`src/rtl/writeback_pkg.sv`:
```
// Shared types and constants for the writeback stage.
// Load size encoding and register-file addressing.
package writeback_pkg;

  typedef enum logic [1:0] {
    LS_BYTE  = 2'd0,
    LS_HALF  = 2'd1,
    LS_WORD  = 2'd2,
    LS_DWORD = 2'd3
  } load_size_e;

  localparam int REG_ADDR_W = 5;
  localparam logic [REG_ADDR_W-1:0] REG_ZERO = 5'd0;

endpackage

```
`src/rtl/load_align.sv`:
```
// Load data extraction: shift by byte offset, select size, extend.
// Bytes past the top of the bus shift in as zero (no wrap).
module load_align
  import writeback_pkg::*;
#(
  parameter int W = 64
) (
  input  logic [W-1:0]           i_data,
  input  logic [$clog2(W/8)-1:0] i_off,
  input  load_size_e             i_size,
  input  logic                   i_unsigned,
  output logic [W-1:0]           o_data
);

  logic [W-1:0] w_shift;

  assign w_shift = i_data >> {i_off, 3'b000};

  always_comb begin
    o_data = '0;
    unique case (i_size)
      LS_BYTE: begin
        if (i_unsigned) o_data = W'(w_shift[7:0]);
        else            o_data = W'($signed(w_shift[7:0]));
      end
      LS_HALF: begin
        if (i_unsigned) o_data = W'(w_shift[15:0]);
        else            o_data = W'($signed(w_shift[15:0]));
      end
      LS_WORD: begin
        if (i_unsigned) o_data = W'(w_shift[31:0]);
        else            o_data = W'($signed(w_shift[31:0]));
      end
      LS_DWORD: o_data = W'($signed(w_shift[63:0]));
    endcase
  end

endmodule

```
`src/rtl/writeback_arbiter.sv`:
```
// Registered writeback stage arbitrating pipeline vs long-latency results.
// Optional WB_FORWARD_EN exposes the pre-register write for decode bypass.
module writeback_arbiter
  import writeback_pkg::*;
#(
  parameter int BUS_DATA_WIDTH = 64,
  parameter int CNT_WIDTH      = 64,
  parameter int STARVE_LIMIT   = 4
) (
  input  logic                            clk,
  input  logic                            reset_n,
  input  logic                            in_valid,
  input  logic                            in_mem_or_reg,
  input  logic [BUS_DATA_WIDTH-1:0]       in_read_data,
  input  logic [BUS_DATA_WIDTH-1:0]       in_alu_data,
  input  logic [$clog2(BUS_DATA_WIDTH/8)-1:0] in_byte_off,
  input  logic [1:0]                      in_load_size,
  input  logic                            in_load_unsigned,
  input  logic [REG_ADDR_W-1:0]           in_dest_reg,
  input  logic                            in_reg_write,
  input  logic                            lq_valid,
  input  logic [BUS_DATA_WIDTH-1:0]       lq_data,
  input  logic [REG_ADDR_W-1:0]           lq_dest_reg,
  output logic                            lq_ready,
  output logic                            stall_req,
  output logic                            out_reg_write,
  output logic [REG_ADDR_W-1:0]           out_dest_reg,
  output logic [BUS_DATA_WIDTH-1:0]       out_mem_or_reg_data,
  output logic [CNT_WIDTH-1:0]            out_retire_count
`ifdef WB_FORWARD_EN
  ,
  output logic                            fwd_valid,
  output logic [REG_ADDR_W-1:0]           fwd_dest_reg,
  output logic [BUS_DATA_WIDTH-1:0]       fwd_data
`endif
);

  localparam int SW = $clog2(STARVE_LIMIT + 1);
  localparam logic [SW-1:0] LIMIT = SW'(STARVE_LIMIT);

  logic                      w_p_claim;
  logic                      w_lq_wr;
  logic                      w_we;
  logic [REG_ADDR_W-1:0]     w_dest;
  logic [BUS_DATA_WIDTH-1:0] w_load;
  logic [BUS_DATA_WIDTH-1:0] w_pipe;
  logic [BUS_DATA_WIDTH-1:0] w_data;
  logic [SW-1:0]             w_starve_nxt;

  logic                      r_we;
  logic [REG_ADDR_W-1:0]     r_dest;
  logic [BUS_DATA_WIDTH-1:0] r_data;
  logic [CNT_WIDTH-1:0]      r_cnt;
  logic [SW-1:0]             r_starve;
  logic                      r_stall;

  load_align #(.W(BUS_DATA_WIDTH)) u_align (
    .i_data     (in_read_data),
    .i_off      (in_byte_off),
    .i_size     (load_size_e'(in_load_size)),
    .i_unsigned (in_load_unsigned),
    .o_data     (w_load)
  );

  assign w_p_claim = in_valid & in_reg_write & (in_dest_reg != REG_ZERO);
  assign w_lq_wr   = ~w_p_claim & lq_valid & (lq_dest_reg != REG_ZERO);
  assign w_we      = w_p_claim | w_lq_wr;
  assign w_pipe    = in_mem_or_reg ? in_alu_data : w_load;
  assign w_dest    = w_p_claim ? in_dest_reg : lq_dest_reg;
  assign w_data    = w_p_claim ? w_pipe : lq_data;

  // Pipeline always wins; lq is held off, never the pipeline
  assign lq_ready  = reset_n & lq_valid & ~w_p_claim;

  always_comb begin
    w_starve_nxt = '0;
    if (lq_valid && !lq_ready) begin
      if (r_starve == LIMIT) w_starve_nxt = r_starve;
      else                   w_starve_nxt = r_starve + 1'b1;
    end
  end

  always_ff @(posedge clk or negedge reset_n) begin
    if (!reset_n) begin
      r_we     <= 1'b0;
      r_dest   <= REG_ZERO;
      r_data   <= '0;
      r_cnt    <= '0;
      r_starve <= '0;
      r_stall  <= 1'b0;
    end else begin
      r_we     <= w_we;
      r_cnt    <= r_cnt + CNT_WIDTH'(in_valid);
      r_starve <= w_starve_nxt;
      r_stall  <= (w_starve_nxt == LIMIT);
      if (w_we) begin
        r_dest <= w_dest;
        r_data <= w_data;
      end
    end
  end

  assign out_reg_write       = r_we;
  assign out_dest_reg        = r_dest;
  assign out_mem_or_reg_data = r_data;
  assign out_retire_count    = r_cnt;
  assign stall_req           = r_stall;

`ifdef WB_FORWARD_EN
  assign fwd_valid    = reset_n & w_we;
  assign fwd_dest_reg = reset_n ? w_dest : REG_ZERO;
  assign fwd_data     = reset_n ? w_data : '0;
`endif

endmodule
```
`config.mk`:
```
export PLATFORM = sky130hd
export DESIGN_NAME = writeback_arbiter
export DESIGN_NICKNAME = d
export VERILOG_FILES = /design/src/rtl/writeback_pkg.sv /design/src/rtl/load_align.sv /design/src/rtl/writeback_arbiter.sv
export SDC_FILE = /design/constraint.sdc
export NUM_CORES = 1
export LEC_CHECK = 0
export CAP_MARGIN = 20
export CORE_MARGIN = 2
export CORE_UTILIZATION = 35
export CTS_BUF_LIST = sky130_fd_sc_hd__clkbuf_8
export CTS_CLUSTER_DIAMETER = 50
export DETAILED_ROUTE_END_ITERATION = 10
export PLACE_DENSITY_LB_ADDON = 0.3
export RECOVER_POWER = 100
export SYNTH_ARGS = -nofsm -noshare
export SYNTH_HDL_FRONTEND = slang
export SYNTH_SLANG_ARGS = --single-unit
```
`constraint.sdc`:
```
create_clock -name clk -period 6.36 [get_ports clk]
set_clock_uncertainty 0.1 [all_clocks]
set_input_delay 0.636 -clock clk [delete_from_list [all_inputs] [get_ports clk]]
set_output_delay 0.636 -clock clk [all_outputs]
set_load 0.005 [all_outputs]
```
Word level (Yosys, flattened, before mapping)

Index checks and enable logic that the tools add are counted.

Flip-flop bits (word level): 138
Input bits: 214
Output and inout bits: 136
Logic and storage cells: 36

Shift-type cells: 1
Equality and inequality tests: 5
Bitwise gates (word level): 8
Reductions and logical operators: 5
$add $sub $neg: 2
Mux-type cells: 9

Operators with widths:

| operator            | number |
|---|---|
| $mux 64             | 5 |
| $pmux 64 s4         | 1 |
| $add 64x1->64       | 1 |
| $shr 64x6->64       | 1 |
| $reduce_bool 5->1   | 2 |
| $and 1x1->1         | 6 |
| $eq 3x3->1 const B  | 2 |
| $mux 3              | 2 |
| $mux 5              | 1 |
| $eq 2x2->1 const B  | 2 |
| $add 3x1->3 const B | 1 |
| $eq 2x1->1 const B  | 1 |
| $logic_not 2->1     | 1 |
| $logic_and 1x1->1   | 1 |
| $logic_not 1->1     | 1 |
| $not 1->1           | 1 |
| $or 1x1->1          | 1 |

Depth between registers and ports, before layout

Word-level depth: 8
Depth in mapped cells: 9
Depth with buffers taken out: 7

By module

Synthesis repeated with hierarchy kept, for this count alone.

Cells, all modules: 997
Area total of the unflattened synthesis: 9,466.6 um2

Modules (own cells, without submodules):

| module            | area each (um2) | seq. area each (um2) | instances | cells each |
|---|---|---|---|---|
| writeback_arbiter | 6,922.9         | 3,453.3              | 1         | 739 |
| load_align        | 2,543.7         | 0.0                  | 1         | 258 |

Worst setup path after synthesis

Ideal clock, no wire load.

Path type: input to output
Start: input in_dest_reg[1]
End: output lq_ready
Required time: 5.624 ns
Stages on the path: 6
Arrival time: 2.112 ns
Slack: 3.512 ns
Path buffers: 3
Path through: or4_1 -> o211ai_2 -> buf_2 -> buf_4 -> buf_2 -> and3_1

Longest elaborated chain between the ends: 4

Ends and longest elaborated chain:

| item              | line                    | source |
|---|---|---|
| from (decl)       | writeback_arbiter.sv:19 | `input logic [REG_ADDR_W-1:0] in_dest_reg,` |
| $reduce_bool 5->1 | writeback_arbiter.sv:65 | `assign w_p_claim = in_valid & in_reg_write & (in_dest_reg != REG_ZERO);` |
| $and 1x1->1       | writeback_arbiter.sv:65 |  |
| $not 1->1         | writeback_arbiter.sv:73 | `assign lq_ready = reset_n & lq_valid & ~w_p_claim;` |
| $and 1x1->1       | writeback_arbiter.sv:73 |  |
| to (decl)         | writeback_arbiter.sv:24 | `output logic lq_ready,` |

Every way passes these cells.

Worst setup path in the final report

Start: input in_byte_off[2]
End: register r_data[62] (netlist: out_mem_or_reg_data[62])

Longest elaborated chain between the ends: 5
Elaborated cells between the ends (all ways): 7
Classes of those cells: shift (1); mux (6)

Ends and longest elaborated chain:

| item                       | line                                                 | source |
|---|---|---|
| from (decl)                | writeback_arbiter.sv:16                              | `input logic [$clog2(BUS_DATA_WIDTH/8)-1:0] in_byte_off,` |
| $shr 64x6->64 (*)          | load_align.sv:17                                     | `assign w_shift = i_data >> {i_off, 3'b000};` |
| $mux 64 (on tied branches) | load_align.sv:31, load_align.sv:23, load_align.sv:27 |  |
| $pmux 64 s4 (*)            | load_align.sv:21                                     | `unique case (i_size)` |
| $mux 64 (*)                | writeback_arbiter.sv:68                              | `assign w_pipe = in_mem_or_reg ? in_alu_data : w_load;` |
| $mux 64 (*)                | writeback_arbiter.sv:70                              | `assign w_data = w_p_claim ? w_pipe : lq_data;` |
| to (signal assigned)       | writeback_arbiter.sv:98                              | `r_data <= w_data;` |
| to (decl)                  | writeback_arbiter.sv:52                              | `logic [BUS_DATA_WIDTH-1:0] r_data;` |

Every way passes the cells marked *; elsewhere a longest branch is shown, timed or not.
A chain may end at the register's enable or synchronous reset.

==> impl_metrics.tcl <==
set metrics [dict create \
    hpwl_um 25900 \
    whs_ns 0.382 \
    powerDensity_nw_per_um2 196 \
    status "finished, violations left" \
    yosysSeqAreaShare 0.378 \
    initial_utilization 0.353 \
    p_leak_nw 5.51 \
    min_period_ns 4.79 \
    slowest_stage "nor4_1" \
    die_w_um 165 \
    fin_setup_tns_ns 0 \
    finalHoldViolCount 0 \
    dieArea_um2 27400 \
    rsz0062_at_grt "false" \
    routedWlPerCell_um 21.6 \
    vias 8979 \
    drt-total-wl_um 34500 \
    syn_area_per_cell_um2 9.78 \
    syn_area_um2 9130 \
    grt_first_pass_wirelength_um 50200 \
    final_core_util 0.508 \
    grt_util_all_layers 0.242 \
    yosys.area_share.simple 0.158 \
    syn_to_final_growth_pct 43.8 \
    vias_per_cell 5.62 \
    drv_cap 2 \
    crit_type "input pin to flip-flop" \
    ant_nets 0 \
    finalPower_mw 2.58 \
    synthXorXnorAreaFrac 0.0605 \
    synth_edf_count 0 \
    arrival_ns 5.01 \
    start_kind "input pin" \
    final_nets 1463 \
    ys_warn_count 0 \
    ys_types 58 \
    cts.sinks 138 \
    cts_buffers 17 \
    async_flop_share 1.00 \
    synth_compound_area_frac 0.189 \
    path_cells "dlygate4sd3_1 -> mux4_2 -> nor4_1 -> nor3_4 -> clkbuf_1 -> a221oi_1" \
    hold_class "flip-flop to flip-flop" \
    drive_gt1_frac 0.0811 \
    synthCells 933 \
    worst_pin_slew_ns 2.09 \
    cts_tree "yes" \
    fmax_ghz 0.209 \
    core-area_um2 25800 \
    die_h_um 165 \
    failed_checks "capacitance limit, slew limit" \
    final_max_slew_viol_count 53 \
    synthAdderAreaFrac 0.00548 \
    critPathMaxFanout 21 \
    clockRootBuffer "clkbuf_8" \
    cpPeakStageDelay_ns 1.57 \
    synth.mux.area_fraction 0.163 \
    fin_crit_sh 0.754 \
    dpl-instance-area_um2 12800 \
    critPathRequiredTime_ns 6.58 \
    syn_nets 1151 \
    htree_num_levels 4 \
    end_kind "flip-flop" \
    portBuffers 349 \
    clockBufferDepth 2 \
    ios 350 \
    slew_headroom -0.393 \
    fp-row-count 59 \
    finish.instance_area_um2 13100 \
    clkSlewWorstSetupHoldPaths_ns 0.08 \
    synth_top_family_by_area "compound AO/OA/AOI/OAI gates" \
    first_pass_iters 6 \
    setup_viol_count_final 0 \
    postCtsSetupBuffers 0 \
    clk_latency_ns 0.44 \
    synth-seq-cells 138 \
    ir_worst_vdd_mv 0.133 \
    dr.first_iter.drc_count 847 \
    drc 0 \
    globalRoute.totalOverflow 0 \
    routabilityCongestion 0.934 \
    grt_max_degree 140 \
    antenna_found_initial 3 \
    first_global_vias 8662 \
    synth_top_flop_cell "dfrtp_1" \
]
[routing by layer]
layer | part of all wire | GRT usage
met4 | 0.018 | 0.0741
met5 | 0 | 0
met1 | 0.41 | 0.314
met2 | 0.49 | 0.408
met3 | 0.081 | 0.0460
[critical path, delay by kind of cell]
family	cells	cell delay [ns]
AND/OR/NAND/NOR	2	1.83
AO/OA/AOI/OAI	1	0.47
buffers and inverters	2	1.46
multiplexers	1	0.60
[cells in the mapped netlist, drive strengths merged (2+ instances only)]
cell,count,area share
nor2,50,0.021
mux2i,91,0.10
and3,4,0.0027
nand4b,7,0.0067
o311ai,7,0.012
or2,8,0.0055
or3,2,0.0014
nand2,58,0.024
nor4,12,0.012
o21a,31,0.026
nor3b,6,0.0062
clkbuf,36,0.015
nand4,17,0.012
mux4,9,0.022
xnor2,30,0.029
dfrtp,138,0.38
o22ai,32,0.022
mux2,33,0.041
a211oi,23,0.019
a211o,7,0.0067
o21ai,45,0.025
xor2,33,0.032
ha,4,0.0055
buf,32,0.022
nand3,30,0.016
nor2b,11,0.0075
a221oi,40,0.045
or4,3,0.0029
a31oi,16,0.011
nor3,56,0.032
and4,4,0.0038
inv,20,0.0082
a21oi,27,0.015
[path summary, 6_finish.rpt]
check                                      from                 endpoint  slack (ns)  depth (start not counted)
min                        out_retire_count[63]     out_retire_count[63]        0.38                          1
max                              in_byte_off[2]  out_mem_or_reg_data[62]        1.57                          6
max reg2reg                 out_retire_count[0]     out_retire_count[45]        3.28                          6
min reg2reg                out_retire_count[63]     out_retire_count[63]        0.38                          1
max in group asynchronous               reset_n  out_mem_or_reg_data[47]        2.07                          4
min in group asynchronous               reset_n     out_retire_count[56]        1.22                          2
[cell usage in the layout (no fill, tap or decap), types with 5 or more instances in the layout]
| master | n |
|---|---|
| clkdlybuf4s50_1 | 207 |
| dlygate4sd3_1 | 140 |
| dfrtp_1 | 138 |
| mux2i_1 | 91 |
| nand2_1 | 58 |
| nor3_1 | 55 |
| nor2_1 | 50 |
| o21ai_0 | 43 |
| a221oi_1 | 38 |
| xor2_1 | 33 |
| mux2_2 | 33 |
| o22ai_1 | 32 |
| o21a_1 | 31 |
| nand3_1 | 30 |
| xnor2_1 | 30 |
| a21oi_1 | 27 |
| a211oi_1 | 23 |
| inv_1 | 19 |
| clkbuf_8 | 17 |
| nand4_1 | 16 |
| a31oi_1 | 16 |
| nor4_1 | 11 |
| nor2b_1 | 11 |
| mux4_2 | 9 |
| or2_2 | 8 |
| nand4b_1 | 7 |
| a211o_1 | 7 |
| o311ai_0 | 6 |
| nor3b_1 | 5 |
| inv_6 | 5 |
| buf_4 | 5 |
[timing repair]
item                                   in CTS  in global routing
endpoints found under the hold margin      37                  0
hold buffers                                1                  0
resized for setup                           0                  0
[final cells by class]
class,instances,area (µm²)
Clock buffer,17,234
Inverter,21,78.8
Fill cell,2413,12700
Multi-Input combinational cell,706,5120
Clock inverter,15,200
Timing Repair Buffer,361,3600
Tap cell,335,419
Antenna cell,4,10.0
Sequential cell,138,3450
[through the flow]
stage | std cells | worst slack, ns
after floorplan | 933 | 3.51
after global placement | 1559 | 2.27
after detailed placement | 1559 | 2.05
after CTS | 1592 | 2.48
after global routing | 1595 | 1.20
final | 1597 | 1.57
[cells by family after synthesis]
logic type | Yosys count
compound gates | 235
xor+xnor | 63
fa+ha+maj | 4
buf+inv | 89
flops | 138
mux | 133
simple gates | 271
[report_power, final]
group | internal (mW) | switching, mW
logic | 0.392 | 0.337
registers | 0.963 | 0.0701
clock network | 0.405 | 0.409
total | 1.76 | 0.816
Power figures use the tool's default switching activity.
